--- src/rtl/cam_pkg.sv ---
// rtl/cam_pkg.sv - shared types, frame geometry and RGB565->RGB332 packing for the camera write path
package cam_pkg;

    // Capture FSM states
    typedef enum logic [1:0] {
        S_WAIT_FRAME = 2'd0,
        S_WAIT_START = 2'd1,
        S_BYTE_HI    = 2'd2,
        S_BYTE_LO    = 2'd3
    } cam_state_e;

    // Default frame geometry (QQVGA)
    localparam int H_PIX_DEF   = 160;
    localparam int V_LINES_DEF = 120;
    localparam int NPIX        = H_PIX_DEF * V_LINES_DEF;

    // hi = R4..R0 G5G4G3, lo = G2G1G0 B4..B0; keep the top bits of each channel
    function automatic logic [7:0] rgb565_to_332(input logic [7:0] hi, input logic [7:0] lo);
        return {hi[7:5], hi[2:0], lo[4:3]};
    endfunction

endpackage

--- src/rtl/rgb565_pack.sv ---
// rtl/rgb565_pack.sv - combinational RGB565 byte pair to RGB332 pixel
module rgb565_pack
    import cam_pkg::*;
(
    input  logic [7:0] hi,
    input  logic [7:0] lo,
    output logic [7:0] px332
);

    // Pure packing; shared with the VGA-side pattern generator
    always_comb begin
        px332 = rgb565_to_332(hi, lo);
    end

endmodule

--- src/rtl/cam_frame_writer.sv ---
// rtl/cam_frame_writer.sv - OV7670 RGB565 capture into the frame buffer write port as RGB332
module cam_frame_writer
    import cam_pkg::*;
#(
    parameter int AW      = 15,
    parameter int DW      = 8,
    parameter int H_PIX   = 160,
    parameter int V_LINES = 120
) (
    input  logic          clk,
    input  logic          rst_n,
    input  logic          enable,
    input  logic          vsync,
    input  logic          href,
    input  logic [7:0]    px_data,
    output logic [AW-1:0] mem_addr,
    output logic [DW-1:0] mem_data,
    output logic          mem_wr,
    output logic          frame_done,
    output logic          overflow
);

    // Counter is one bit wider than the address so it can reach NPIX
    localparam int          NPIX_P   = H_PIX * V_LINES;
    localparam logic [AW:0] NPIX_CNT = (AW+1)'(NPIX_P);
    localparam logic [AW:0] CNT_ONE  = (AW+1)'(1);

    cam_state_e    state;
    cam_state_e    state_nxt;
    logic [7:0]    hi_byte;
    logic [AW:0]   pix_cnt;
    logic [7:0]    packed_px;

    logic          frame_start;
    logic          latch_hi;
    logic          pixel_done;
    logic          frame_end;

    rgb565_pack u_pack (
        .hi    (hi_byte),
        .lo    (px_data),
        .px332 (packed_px)
    );

    // State register
    always_ff @(posedge clk or negedge rst_n) begin
        if (!rst_n) begin
            state <= S_WAIT_FRAME;
        end else begin
            state <= state_nxt;
        end
    end

    // Next-state: vsync high inside a frame ends it, ahead of any href activity
    always_comb begin
        state_nxt = state;
        case (state)
            S_WAIT_FRAME: begin
                if (enable && vsync) begin
                    state_nxt = S_WAIT_START;
                end
            end
            S_WAIT_START: begin
                if (!vsync) begin
                    state_nxt = S_BYTE_HI;
                end
            end
            S_BYTE_HI: begin
                if (vsync) begin
                    state_nxt = enable ? S_WAIT_START : S_WAIT_FRAME;
                end else if (href) begin
                    state_nxt = S_BYTE_LO;
                end
            end
            S_BYTE_LO: begin
                // Without href the line ended mid-pixel; the hi byte is simply abandoned
                if (vsync) begin
                    state_nxt = enable ? S_WAIT_START : S_WAIT_FRAME;
                end else begin
                    state_nxt = S_BYTE_HI;
                end
            end
            default: begin
                state_nxt = S_WAIT_FRAME;
            end
        endcase
    end

    // Output decode: one-cycle event strobes for the datapath
    always_comb begin
        frame_start = 1'b0;
        latch_hi    = 1'b0;
        pixel_done  = 1'b0;
        frame_end   = 1'b0;
        case (state)
            S_WAIT_START: frame_start = !vsync;
            S_BYTE_HI: begin
                frame_end = vsync;
                latch_hi  = !vsync && href;
            end
            S_BYTE_LO: begin
                frame_end  = vsync;
                pixel_done = !vsync && href;
            end
            default: ;
        endcase
    end

    // Hold the first byte of the pixel until its partner arrives
    always_ff @(posedge clk or negedge rst_n) begin
        if (!rst_n) begin
            hi_byte <= 8'h00;
        end else if (latch_hi) begin
            hi_byte <= px_data;
        end
    end

    // Pixel index and sticky overflow, both cleared at the VSYNC fall that starts a frame
    always_ff @(posedge clk or negedge rst_n) begin
        if (!rst_n) begin
            pix_cnt  <= '0;
            overflow <= 1'b0;
        end else if (frame_start) begin
            pix_cnt  <= '0;
            overflow <= 1'b0;
        end else if (pixel_done) begin
            if (pix_cnt < NPIX_CNT) begin
                pix_cnt <= pix_cnt + CNT_ONE;
            end else begin
                overflow <= 1'b1;
            end
        end
    end

    // Write port: strobe for one cycle per in-range pixel, address/data hold otherwise
    always_ff @(posedge clk or negedge rst_n) begin
        if (!rst_n) begin
            mem_wr   <= 1'b0;
            mem_addr <= '0;
            mem_data <= '0;
        end else begin
            mem_wr <= 1'b0;
            if (pixel_done && (pix_cnt < NPIX_CNT)) begin
                mem_wr   <= 1'b1;
                mem_addr <= pix_cnt[AW-1:0];
                mem_data <= DW'(packed_px);
            end
        end
    end

    // End-of-frame pulse on the VSYNC rise that closes a capture
    always_ff @(posedge clk or negedge rst_n) begin
        if (!rst_n) begin
            frame_done <= 1'b0;
        end else begin
            frame_done <= frame_end;
        end
    end

endmodule
--- config.mk ---
export PLATFORM = sky130hd
export DESIGN_NAME = cam_frame_writer
export DESIGN_NICKNAME = d
export VERILOG_FILES = /design/src/rtl/cam_pkg.sv /design/src/rtl/rgb565_pack.sv /design/src/rtl/cam_frame_writer.sv
export SDC_FILE = /design/constraint.sdc
export NUM_CORES = 1
export LEC_CHECK = 0
export CAP_MARGIN = 20
export CELL_PAD_IN_SITES_DETAIL_PLACEMENT = 0
export CELL_PAD_IN_SITES_GLOBAL_PLACEMENT = 1
export CORE_MARGIN = 5
export CORE_UTILIZATION = 44
export CTS_BUF_LIST = sky130_fd_sc_hd__clkbuf_2
export DETAILED_ROUTE_END_ITERATION = 16
export GPL_TIMING_DRIVEN = 0
export PLACE_DENSITY_LB_ADDON = 0.1
export SLEW_MARGIN = 20
export SYNTH_ARGS = -nofsm -noshare
export SYNTH_HDL_FRONTEND = slang
export SYNTH_SLANG_ARGS = --single-unit
--- constraint.sdc ---
create_clock -name clk -period 3.75 [get_ports clk]
set_clock_uncertainty 0.2 [all_clocks]
set_input_delay 0.75 -clock clk [delete_from_list [all_inputs] [get_ports clk]]
set_output_delay 0.75 -clock clk [all_outputs]
set_load 0.03 [all_outputs]
== Word-level counts from Yosys, hierarchy flattened ==
Cells that the tools add are included.

* Bits in registers: 52
* Input bits: 13
* Word-level logic and storage cells: 46
* Output and inout bits: 26

* Equality and inequality tests: 7
* $lt $le $gt $ge: 1
* Multiplexer cells: 18
* $add $sub $neg: 1
* Reduce and logical (&&, ||, !) cells: 11

{| class="wikitable"
|+ Operators with widths
! operator !! number
|-
| $mux 16 || 3
|-
| $add 16x1->16 const B || 1
|-
| $lt 16x15->1 const B || 1
|-
| $mux 2 || 5
|-
| $mux 1 || 9
|-
| $pmux 2 s4 || 1
|-
| $ne 2x2->1 const B || 3
|-
| $eq 2x2->1 const B || 2
|-
| $reduce_and 2->1 || 2
|-
| $reduce_bool 2->1 || 2
|-
| $logic_and 1x1->1 || 3
|-
| $ne 3x3->1 const B || 1
|-
| $reduce_and 3->1 || 1
|-
| $eq 2x1->1 const B || 1
|-
| $logic_not 2->1 || 1
|-
| $reduce_or 2->1 || 1
|-
| $logic_not 1->1 || 1
|}

== Depth between registers and ports, before layout ==
Gate-level depths: netlist of the first run.

* Word-level depth: 5
* Mapped depth: 7
* Depth with buffers taken out: 5

== Cells and area by module ==
From an unflattened synthesis of the first run, not the netlist that was laid out.

* Cell total of the unflattened synthesis: 235
* Area, all modules: 2327.2 um^2

{| class="wikitable"
|+ Modules (own cells, without submodules)
! module !! area each (um^2) !! cells an instance !! instances !! sequential area each (um^2)
|-
| cam_frame_writer || 2267.2 || 227 || 1 || 1301.2
|-
| rgb565_pack || 60.1 || 8 || 1 || 0.0
|}

== Worst setup path before layout of the first run ==
Ideal clock, no wire load.

* Path kind: input port to flip-flop
* Start: input port vsync
* End: register pix_cnt[4]
* Required time: 3.432 ns
* Library setup time: 0.118 ns
* Buffers on the path: 0
* Stages on the path: 5
* Setup slack: 1.616 ns
* Arrival: 1.816 ns
* Cell sequence: and4b_1 > o2111ai_4 > inv_2 > mux2_1 > a21o_1

* Cells in the longest elaborated chain, start to end: 5
* Elaborated cells on any way between the ends: 8
* Classes of those cells: mux (3); reduce/logical (5)

{| class="wikitable"
|+ RTL lines
! element !! line !! RTL
|-
| start: declaration || cam_frame_writer.sv:13 || <nowiki>input logic vsync,</nowiki>
|-
| $logic_not 1->1 * || cam_frame_writer.sv:96, cam_frame_writer.sv:103 ||
|-
| $logic_and 1x1->1 || cam_frame_writer.sv:103 || <nowiki>pixel_done = !vsync && href;</nowiki>
|-
| $mux 1 || cam_frame_writer.sv:95 || <nowiki>case (state)</nowiki>
|-
| $reduce_bool 2->1 (no line) || - ||
|-
| $reduce_and 2->1 (no line) || - ||
|-
| end signal: assignment || cam_frame_writer.sv:128 || <nowiki>pix_cnt <= pix_cnt + CNT_ONE;</nowiki>
|-
| end: declaration || cam_frame_writer.sv:31 || <nowiki>logic [AW:0] pix_cnt;</nowiki>
|}

Every way passes the cells marked *; elsewhere a longest branch is shown, timed or not.
A chain may end at the register's enable or synchronous reset.

== Worst setup path after layout of the first run ==
* Start: register mem_data[4]
* End: output port mem_data[4]

{| class="wikitable"
|+ RTL lines
! element !! line !! RTL
|-
| start: declaration || cam_frame_writer.sv:17 || <nowiki>output logic [DW-1:0] mem_data,</nowiki>
|-
| start signal: assignment || cam_frame_writer.sv:146 || <nowiki>mem_data <= DW'(packed_px);</nowiki>
|}

No word-level cell between the ends.

==> flow_summary.yaml, run 1 <==
run_status:
  status: "completed"
detailed_routing:
  vias_per_cell: 5.13
  vias: 1724
  drc_errors: 0
  dr.first_iter.drc_count: 90
  wl_um: 4570
  wl_per_cell_um: 13.6
  dr.pass1.iters: 4
  ant_nets: 0
setup_path:
  crit_family: "buffers and inverters"
  crit_buf_inv: 1
  critPathSlowestCell: "clkdlybuf4s50_1"
  end_kind: "output port"
  crit_chain: "clkdlybuf4s50_1"
  critical_path_arrival_ns: 1.51
  crit_fanout: 2
  critical_path_required_ns: 2.80
  cp-start-kind: "register"
  slowest_delay_ns: 0.68
  worstSetupPathType: "reg2out"
cells_and_area:
  multiInputGateArea_um2: 847
  register_area_mm2: 0.00125
  layout_commonest_cell: "nand2_1"
  final_nets: 282
  instances_no_fill: 336
  final_util_pct: 56.2
  fillers: 465
  antenna_cells: 0
  drive_above_1_share_pct: 9.29
  mostFrequentLayoutCells: "77 x nand2_1, 50 x dfrtp_1, 37 x clkdlybuf4s50_1, 16 x nand3_1, 8 x nor2_1"
  syn_to_final_growth_pct: 23.0
synth:
  synth_nets: 237
  synthesis.area_mm2: 0.00217
  ys_ff_latch: 50
  ys_warn_count: 0
  syn_inst: 223
  synth.distinct_cells: 35
  syn_avg_cell_area_um2: 9.74
  yosysSeqAreaShare_pct: 57.6
sta:
  slew_headroom_pct: 57.8
  setup_viol: 0
  worst_slew_pin_slew_ns: 0.633
  period_share_pct: 65.5
  slew_viol_final: 0
  rsz0062_at_grt: "false"
  setup_tns_ns: 0
  fmax_mhz: 407
  hold_violations: 0
  fin_crit_ns: 2.46
pwr:
  p_seq_share_pct: 59.4
  switchingPower_uw: 316
  power_uw: 1050
  leakagePower_uw: 0.00128
  clkPwrFrac_pct: 19.8
  power.share.switching_pct: 30.0
  ir_drop_uv: 286
  p_int_uw: 737
  p_per_area_mw_per_mm2: 394
  pwr-share-comb_pct: 20.8
placement:
  placed_cells: 328
  port_buffers: 38
  hpwl_um: 3130
  gp_congestion: 0.812
clocking:
  cts_hold_buf: 0
  postCtsSetupRepairBufs: 0
  clock_path_buffers: 2
  h-tree-depth: 2
  cts_tree: "done"
  cts-root-buf: "clkbuf_2"
  worstSkewPairLatency_ns: 0.42
  cts-resized-gates: 0
  clk_pin_slew_worst_paths_ns: 0.23
  clock-sinks: 50
  numCtsBuffers: 5
hold_path:
  hold_path.class: "in2async"
global_route:
  overflow: 0
  grt_pass1_wl_um: 8000
  antenna_found_initial: 0
  grt_max_degree: 51
  grt_pass1_vias: 1672
  track_usage_pct: 15.8
floorplan:
  die_y_um: 80.3
  rows: 25
  fp.dieArea_mm2: 0.00644
  io_pins: 39
  start_util_pct: 45.7
  core_area_mm2: 0.00475
  die_w_um: 80.3
flow_run:
  max_cap_viol_count: 0
-- worst paths after layout --
kind / start / to / slack [ns] / cells after the start
min reg2reg: hi_byte[1]$_DFFE_PN0P_ / mem_data[3]$_DFFE_PN0P_ / 0.30 / 2
max: mem_data[4]$_DFFE_PN0P_ / mem_data[4] / 1.29 / 1
max reg2reg: pix_cnt[9]$_DFFE_PN0P_ / mem_data[5]$_DFFE_PN0P_ / 1.70 / 6
min: rst_n / mem_addr[13]$_DFFE_PN0P_ / 0.09 / 1
max in group asynchronous: rst_n / pix_cnt[10]$_DFFE_PN0P_ / 2.82 / 1
min in group clk: hi_byte[1]$_DFFE_PN0P_ / mem_data[3]$_DFFE_PN0P_ / 0.30 / 2
-- routing by layer --
metal  track usage [%]  part of all wire [%]  up-vias
li1                  -                     -      850
met1              22.7                    49      825
met2              23.9                    46       47
met3              4.04                   4.7        2
met4              3.55                  0.42        0
met5                 0                     0        -
-- registers in the layout, summed over array words and instances (netlist names) --
name / flops
mem_data: 8
mem_wr: 1
overflow: 1
frame_done: 1
mem_addr: 15
pix_cnt: 16
hi_byte: 6
state: 2
-- power by group through the flow --
stage                     registers [uW]  logic (uW)  clock network, uW
after global placement               635         220                  0
after global routing                 634         240                238
after CTS                            626         222                218
after floorplan                      692        60.5                  0
final                                625         219                208
after detailed placement             634         223                  0
-- cells in the mapped netlist --
| cell | number | area (um^2) |
|---|---|---|
| o211ai_1 | 4 | 30.0 |
| a31oi_1 | 2 | 12.5 |
| nor3_1 | 1 | 5.00 |
| and2_1 | 1 | 6.26 |
| ha_1 | 1 | 12.5 |
| inv_1 | 4 | 15.0 |
| nor2_1 | 8 | 30.0 |
| xnor2_1 | 1 | 8.76 |
| buf_2 | 5 | 25.0 |
| dfrtp_1 | 50 | 1250 |
| or4_1 | 4 | 30.0 |
| mux2_1 | 1 | 11.3 |
| inv_2 | 1 | 3.75 |
| a41oi_1 | 2 | 17.5 |
| o21ai_0 | 4 | 20.0 |
| nor3_2 | 1 | 10.0 |
| nand3_1 | 16 | 80.1 |
| a211o_1 | 1 | 8.76 |
| o21bai_1 | 1 | 7.51 |
| o21ai_1 | 1 | 5.00 |
| nand2_1 | 77 | 289 |
| and3_1 | 3 | 18.8 |
| and4_1 | 3 | 26.3 |
| buf_4 | 3 | 22.5 |
| mux2i_1 | 1 | 10.0 |
| o2111ai_4 | 1 | 26.3 |
| or3_1 | 4 | 25.0 |
| a22o_1 | 1 | 8.76 |
| a21o_1 | 1 | 7.51 |
| and4b_1 | 1 | 10.0 |
| o31ai_1 | 1 | 7.51 |
| clkbuf_1 | 2 | 7.51 |
| nand4_1 | 4 | 25.0 |
| a21oi_1 | 6 | 30.0 |
| mux2_2 | 6 | 67.6 |
-- cells by family (layout without fill, tap and decap cells) --
logic type | Yosys count | in the layout | synth area share, %
compound gates | 25 | 25 | 8.35
buf+inv | 15 | 61 | 3.40
xor+xnor | 1 | 1 | 0.403
mux | 8 | 8 | 4.09
simple gates | 123 | 123 | 25.6
flops | 50 | 50 | 57.6
fa+ha+maj | 1 | 1 | 0.576
-- per-stage QoR --
stage | cell area (um^2) | setup slack [ns] | hold WS (ns)
3_5_place_dp | 2630 | 0.918 | 0.257
5_1_grt | 2670 | 1.19 | 0.125
3_3_place_gp | 2640 | 0.202 | 0.247
4_1_cts | 2670 | 1.25 | 0.110
2_1_floorplan | 2170 | 1.62 | 0.235
6_report | 2670 | 1.29 | 0.0948
-- area by class of cell --
cell class | count | area share, %
Clock inverter | 2 | 0.328
Multi-Input combinational cell | 158 | 31.7
Clock buffer | 6 | 1.12
Inverter | 5 | 0.702
Timing Repair Buffer | 38 | 14.1
Tap cell | 67 | 3.14
Sequential cell | 50 | 46.8
Buffer | 10 | 2.06
No activity file was read; power rests on OpenSTA's default activity.
==> inputs of run 2 (changes only) <==
--- a/config.mk
+++ b/config.mk
@@ -9,7 +9,7 @@
 export CELL_PAD_IN_SITES_DETAIL_PLACEMENT = 0
 export CELL_PAD_IN_SITES_GLOBAL_PLACEMENT = 1
 export CORE_MARGIN = 5
-export CORE_UTILIZATION = 44
+export CORE_UTILIZATION = 37
 export CTS_BUF_LIST = sky130_fd_sc_hd__clkbuf_2
 export DETAILED_ROUTE_END_ITERATION = 16
 export GPL_TIMING_DRIVEN = 0
==> constraint.sdc (replaced) <==
create_clock -name clk -period 2.15 [get_ports clk]
set_clock_uncertainty 0.2 [all_clocks]
set_input_delay 0.43 -clock clk [delete_from_list [all_inputs] [get_ports clk]]
set_output_delay 0.43 -clock clk [all_outputs]
set_load 0.03 [all_outputs]
==> run 2 against run 1 <==
  * Via count down 0.41%
  * Final cell count up 2.7%
  * Non-clock buffer count up 1
  * Die area up 16%
  * First-iteration DRC count up 20%
  * Register-to-register slack worse by 1.6 ns
  * Count of clock-buffer cells in the layout down 1
  * Core utilization down 8.7 points
  * Critical path depth up 5
  * Combinational power up 60%
  * Flip-flop and latch count unchanged
  * Clock power rose to 2.9 times the previous value
==> flow_summary.yaml, run 2 (synthesized netlist as in run 1, its figures left out) <==
pwr:
  switchingPower_uw: 557
  leakagePower_uw: 0.00157
  pwr-share-comb_pct: 17.2
  p_per_area_mw_per_mm2: 739
  p_int_uw: 1480
  ir_drop_uv: 455
  power.share.switching_pct: 27.3
  p_seq_share_pct: 53.4
  clkPwrFrac_pct: 29.5
flow_run:
  max_cap_viol_count: 0
global_route:
  grt_pass1_vias: 1743
  grt_max_degree: 51
  grt_pass1_wl_um: 8330
  antenna_found_initial: 0
  track_usage_pct: 13.9
  overflow: 0
detailed_routing:
  wl_per_cell_um: 13.7
  dr.first_iter.drc_count: 108
  dr.pass1.iters: 4
  vias: 1717
  drc_errors: 0
  ant_nets: 0
  wl_um: 4720
  vias_per_cell: 4.98
sta:
  period_share_pct: 95.8
  fin_crit_ns: 2.06
  worst_slew_pin_slew_ns: 0.630
  hold_violations: 0
  fmax_mhz: 485
  rsz0062_at_grt: "false"
  slew_viol_final: 0
  hold_ws_ns: 0.284
  setup_viol: 0
  slew_headroom_pct: 58.0
cells_and_area:
  antenna_cells: 0
  mostFrequentLayoutCells: "77 x nand2_1, 50 x dfrtp_1, 16 x nand3_1, 15 x dlygate4sd2_1"
  syn_to_final_growth_pct: 27.1
  regMostFlops: "pix_cnt"
  layout_commonest_cell: "nand2_1"
  instances_no_fill: 345
  largest_register_ffs: 16
  reg_top3: "pix_cnt (16), mem_addr (15), mem_data (8)"
  drive_above_1_share_pct: 10.4
  final_nets: 283
hold_path:
  hold_path.class: "in2reg"
clocking:
  cts_tree: "done"
  numCtsBuffers: 5
  h-tree-depth: 2
  clock_path_buffers: 2
  worstSkewPairLatency_ns: 0.43
  clk_pin_slew_worst_paths_ns: 0.26
  clock-sinks: 50
  cts-root-buf: "clkbuf_2"
placement:
  placed_cells: 336
  gp_congestion: 0.738
  hpwl_um: 3260
  port_buffers: 38
setup_path:
  crit_fanout: 10
  critical_path_arrival_ns: 2.19
  slowest_delay_ns: 0.46
  critPathSlowestCell: "clkdlybuf4s50_1"
  worstSetupPathType: "in2reg"
  crit_chain: "clkdlybuf4s50_1 > and4b_1 > o2111ai_4 > inv_2 > mux2_1 > a21o_1"
  cp-start-kind: "input port"
  end_kind: "register"
  critical_path_required_ns: 2.27
floorplan:
  start_util_pct: 37.3
  die_y_um: 86.6
  io_pins: 39
  rows: 28
  die_w_um: 86.6
  fp.dieArea_mm2: 0.00750
  core_area_mm2: 0.00582
run_status:
  status: "completed"
==> run 2: changes by cell type in the layout (fill, tap and decap cells not counted), sizes merged, moves of 2 or more <==
cell           change
dlygate4sd2       +15
bufinv             +2
dlymetal6s2s      +11
clkdlybuf4s50     -26
==> run 2: cell type report <==
cell class	instances	area, um^2
clock buffer	5	25.0
sequential	50	1250
clock inverter	3	63.8
tap	75	93.8
fill	628	3060
inverter	5	18.8
timing repair buffer	39	397
buffer	10	56.3
multi-input combinational	158	855
==> run 2: final timing paths <==
check	startpoint	end	slack, ns	cells past startpoint
max in group asynchronous	rst_n	mem_data[7]$_DFFE_PN0P_	0.98	2
setup reg to reg	state[0]$_DFFE_PN0P_	pix_cnt[4]$_DFFE_PN0P_	0.12	6
min in group asynchronous	rst_n	mem_data[0]$_DFFE_PN0P_	0.33	2
hold / removal	px_data[4]	mem_data[1]$_DFFE_PN0P_	0.28	3
setup / recovery	vsync	pix_cnt[4]$_DFFE_PN0P_	0.09	6
hold reg to reg	hi_byte[2]$_DFFE_PN0P_	mem_data[4]$_DFFE_PN0P_	0.29	2
==> run 2: timing repair <==
item                                    in CTS  in global routing
hold buffers                                 1                  0
resized for setup                           15                 15
hold endpoints to repair                    50                  0
cloned                                       0                  0
endpoints found under the setup margin      15                 26
setup buffers                                0                  0
==> run 2: per-layer routing <==
layer | global-route usage [%] | part of all wire, % | vias up
met3 | 3.52 | 5.2 | 4
li1 | - | - | 853
met2 | 22.1 | 45 | 38
met1 | 18.9 | 49 | 822
met4 | 3.82 | 0.89 | 0
met5 | 0 | 0 | -
==> run 2: per-stage QoR <==
stage	power (uW)	setup TNS [ns]	util, %	instance area (um^2)	setup WS, ns
floorplan	1310	0	-	2170	0.336
global placement	1490	-67.32	45.5	2650	-1.14
detailed placement	1500	-10.60	45.5	2640	-0.398
CTS	2080	0	46.8	2720	0.000415
global route	2150	0	47.5	2760	0.0207
finish	2040	0	47.5	2760	0.0892
==> run 2: critical path: cells and delay by family <==
kind	cells	cell delay [ns]
buffers and inverters	2	0.66
AO/OA/AOI/OAI	2	0.41
AND/OR/NAND/NOR	1	0.34
multiplexers	1	0.34
==> run 2: power groups by stage <==
stage,Sequential (uW),Clock (uW),Combinational (uW)
2_1_floorplan,1210,0,106
3_3_place_gp,1110,0,386
3_5_place_dp,1110,0,390
4_1_cts,1090,626,359
5_1_grt,1110,665,384
6_report,1090,601,350
==> RTL change 1: new RTL, flow settings as in run 1 <==
Set the parameter `DW` to 10 (it was 8).
--- a/src/rtl/cam_frame_writer.sv
+++ b/src/rtl/cam_frame_writer.sv
@@ -5,3 +5,3 @@
     parameter int AW      = 15,
-    parameter int DW      = 8,
+    parameter int DW      = 10,
     parameter int H_PIX   = 160,
Interface: changed (resized mem_data); port bits go from 39 to 41. The function was not compared with the original's and may differ.
==> RTL change 1 against run 1 <==
Sequential share of layout area shrank 0.39 points; hold slack worse by 17 ps; setup slack got worse by 12 ps; total power grew 0.56%; wire length up 0.77%; design area increased by 0.84%; combinational power up 2%; synthesized area increased by 0.86%; sequential cell count unchanged; critical path type unchanged; largest power group unchanged.
==> RTL change 1: results (changes against run 1) <==
metric;value;unit;change
status;complete, no violations;;
r2r_end;pix_cnt[12];;
synthXorXnorAreaFrac;0.400;%;-0.0035 points
cts_buffer_depth;2;;unchanged
cts-root-buf;clkbuf_2;;
synthTopCellsByArea;dfrtp_1, nand2_1, nand3_1;;
drt-initial-drc-count;109;;+21%
cellLeakagePower;1.29;nW;+1.4%
first_pass_iters;4;;unchanged
syn_area;2190;um2;+0.86%
place_congestion;0.757;;-6.7%
synth_mux_area_share;4.05;%;-0.035 points
drive_above_1_share;9.89;%;+0.60 points
ys_types;36;;+2.9%
antenna_found_initial;0;;unchanged
crit_start;mem_data[5];;
ys_seq_area_share;57.1;%;-0.49 points
hp-class;in -> async;;
endpoint;mem_data[5];;
grt_max_degree;51;;unchanged
synth_compound_area_share;8.28;%;-0.072 points
vias;1743;;+1.1%
wl_per_cell;13.6;um;-0.42%
groute.usage.overall;16.3;%;+0.50 points
cts.clk_slew.worst_paths;260;ps;+30 ps
synth_top_family_by_area;simple AND/OR/NAND/NOR gates;;
clock_latency;440;ps;+20 ps
arrival;1520;ps;
nets;286;;+1.4%
grt_pass1_wl;8110;um;+1.4%
worst_path_dominant_cell_family;buffers and inverters;;
crit_fanout;2;;unchanged
slew_headroom;57.8;%;about the same
whs;78.1;ps;-16.7 ps
first_global_vias;1782;;+6.6%
synth_fa_ha_area_share;0.571;%;-0.0049 points
place_hpwl;3180;um;+1.5%
r2r_slack;1660;ps;-40 ps
max-vdd-ir-drop;0.332;mV;+16%
-- RTL change 1: changes by cell type in the layout (fill, tap and decap cells not counted) --
cell / run 1 / this run
buf_4: 4 / 6
conb_1: 0 / 2
-- RTL change 1: layer usage --
metal  global-route usage, %  up-vias  wire length [um]
met1                    20.4      841              2200
met2                    27.0       33              2160
li1                        -      860                 -
met4                    6.93        0                59
met3                    3.70        9               189
met5                       0        -                 0
-- RTL change 1: power by group --
| group | switching, mW | total (mW) | internal [mW] | leakage, nW |
|---|---|---|---|---|
| Combinational | 0.125 | 0.223 | 0.0977 | 0.586 |
| Clock | 0.165 | 0.211 | 0.0458 | 0.0304 |
| Sequential | 0.0303 | 0.625 | 0.594 | 0.677 |
| Total | 0.320 | 1.06 | 0.738 | 1.29 |
-- RTL change 1: layout make-up --
cell class | instances | area (um2)
sequential | 50 | 1250
multi-input combinational | 160 | 855
tap | 67 | 83.8
inverter | 5 | 18.8
fill | 459 | 2090
buffer | 12 | 70.1
timing repair buffer | 38 | 378
clock buffer | 6 | 30.0
clock inverter | 2 | 8.76
-- RTL change 1: stage by stage --
step / setup slack (ps) / instances / total power, mW / instance area [um2] / utilization, %
finish: 1280 / 340 / 1.06 / 2700 / 56.3
global route: 1190 / 340 / 1.11 / 2700 / 56.3
CTS: 1250 / 340 / 1.07 / 2700 / 56.3
detailed placement: 932 / 332 / 0.861 / 2660 / 55.5
global placement: 224 / 332 / 0.859 / 2660 / 55.6
floorplan: 1620 / 227 / 0.757 / 2190 / -
==> RTL change 2: new RTL, settings of run 1 <==
Made on the original files. Re-encode `cam_state_e` (4 states) as Gray code, 2 bits wide.
--- a/src/rtl/cam_pkg.sv
+++ b/src/rtl/cam_pkg.sv
@@ -5,6 +5,6 @@
     typedef enum logic [1:0] {
-        S_WAIT_FRAME = 2'd0,
-        S_WAIT_START = 2'd1,
-        S_BYTE_HI    = 2'd2,
-        S_BYTE_LO    = 2'd3
+        S_WAIT_FRAME = 2'b00,
+        S_WAIT_START = 2'b01,
+        S_BYTE_HI    = 2'b11,
+        S_BYTE_LO    = 2'b10
     } cam_state_e;
Behaviour: same outputs for any inputs over 10 cycles, from zero or initial values and one cycle with rst_n low; not proved beyond that.
==> RTL change 2 against run 1 <==
Synthesized area about the same; global-route usage up 0.19 points; design area down 0.23%; total power up 15%; sequential cell count unchanged; combinational power up 49%; sequential share of layout area up 0.11 points; count of clock-buffer cells in the layout unchanged; die area about the same; setup slack worse by 20 ps; clock power up 5%; synthesized cell count down 0.90%; wire length up 1.6%; highest routed layer unchanged.
==> RTL change 2: results (changes against run 1) <==
metric;value;unit;change
syn_nets;235;;-0.84%
crit_fanout;3;;+1
synthTopCellsByArea;dfrtp_1, nand2_1, mux2_2;;
drt-initial-drc-count;123;;+37%
first_global_vias;1628;;-2.6%
reg_top3;pix_cnt x16, mem_addr x15, mem_data x8;;
cts_resized;0;;unchanged
stdcell_count;333;;-0.89%
groute.usage.overall;16.0;%;+0.19 points
arrival;1530;ps;+20 ps
place_hpwl;3290;um;+5.3%
max_stage_delay;680;ps;about the same
synth.avg_cell_area;9.82;um2;+0.85%
max-vdd-ir-drop;0.276;mV;-3.2%
portBuffers;37;;-2.6%
synth_common_cells;nand2_1, dfrtp_1, a21oi_1;;
cts_hold_buffers;0;;unchanged
place_congestion;0.820;;+1.1%
cts-buffers-inserted;5;;unchanged
drive_above_1_share;9.40;%;+0.10 points
status;complete, no violations;;
ys_seq_area_share;57.6;%;about the same
grt_pass1_wl;7960;um;-0.52%
slew_headroom;49.7;%;-8.1 points
grt_max_degree;51;;unchanged
cellLeakagePower;1.27;nW;-0.32%
synth_warnings;0;;unchanged
wirelength;4650;um;+1.6%
placed_area;2620;um2;-0.43%
drt-vias-per-instance;5.21;;+1.5%
swShare;33.4;%;+3.4 points
ys_types;39;;+11%
nets;279;;-1.1%
synth-main-ff-cell;dfrtp_1;;
n_fill_cell;442;;-4.9%
n_antenna_cell;0;;unchanged
RTL change 2: cell types whose count changed in the layout (fill, tap and decap cells not counted), sizes merged, moves of 2 or more:
| cell | change |
|---|---|
| nand2 | -5 |
| nand3 | -9 |
| a21oi | +2 |
| nor2 | -4 |
| inv | +2 |
| a41oi | -2 |
| nor3 | +2 |
| nor4 | +2 |
| a211o | +2 |
| or4 | -2 |
| and3 | +2 |
| o21ai | +2 |
| and4 | -2 |
| nand2b | +2 |
RTL change 2: cell type report:
class	count	area [um2]	area share, %
buffer	10	53.8	2.02
clock buffer	6	30.0	1.13
clock inverter	2	13.8	0.516
inverter	7	26.3	0.985
multi-input combinational	154	840	31.5
sequential	50	1250	46.9
tap	67	83.8	3.14
timing repair buffer	37	368	13.8
RTL change 2: cells by family after synthesis:
| family | count (synthesis) | share of synthesized area [%] |
|---|---|---|
| AND/OR/NAND/NOR | 112 | 23.6 |
| multiplexers | 8 | 4.03 |
| buffers and inverters | 17 | 3.69 |
| AO/OA/AOI/OAI | 32 | 10.1 |
| XOR/XNOR | 1 | 0.404 |
| adder cells (fa/ha/maj) | 1 | 0.576 |
| flip-flops | 50 | 57.6 |
RTL change 2: worst paths after layout:
| kind | depth (start not counted) | slack (ps) | to | from |
|---|---|---|---|---|
| worst max-delay path | 1 | 1270 | overflow | overflow |
| worst min-delay path | 1 | 100 | mem_addr[13] | rst_n |
| worst max register to register | 6 | 1660 | pix_cnt[5] | pix_cnt[8] |
| worst min register to register | 2 | 300 | mem_data[6] | hi_byte[6] |
| max in group asynchronous | 1 | 2840 | pix_cnt[13] | rst_n |
| min in group clk | 2 | 270 | state[1] | vsync |
RTL change 2: layer usage:
layer / GRT usage (%) / wire (um)
met1: 21.7 / 2160
met2: 24.5 / 2240
met3: 4.71 / 217
met4: 5.07 / 25
met5: 0 / 0
RTL change 2: through the flow:
step | worst slack, ps | utilization, %
6_report | 1270 | 56.1
5_1_grt | 1140 | 56.1
4_1_cts | 1220 | 56.1
3_5_place_dp | 950 | 55.2
3_3_place_gp | 192 | 55.2
2_1_floorplan | 1530 | -
RTL change 2: power groups by stage:
stage	combinational [mW]	sequential, mW	clock (mW)
after CTS	0.331	0.670	0.230
after global placement	0.328	0.677	0
after detailed placement	0.331	0.678	0
final	0.326	0.670	0.218
after floorplan	0.0912	0.768	0
after global routing	0.352	0.685	0.258
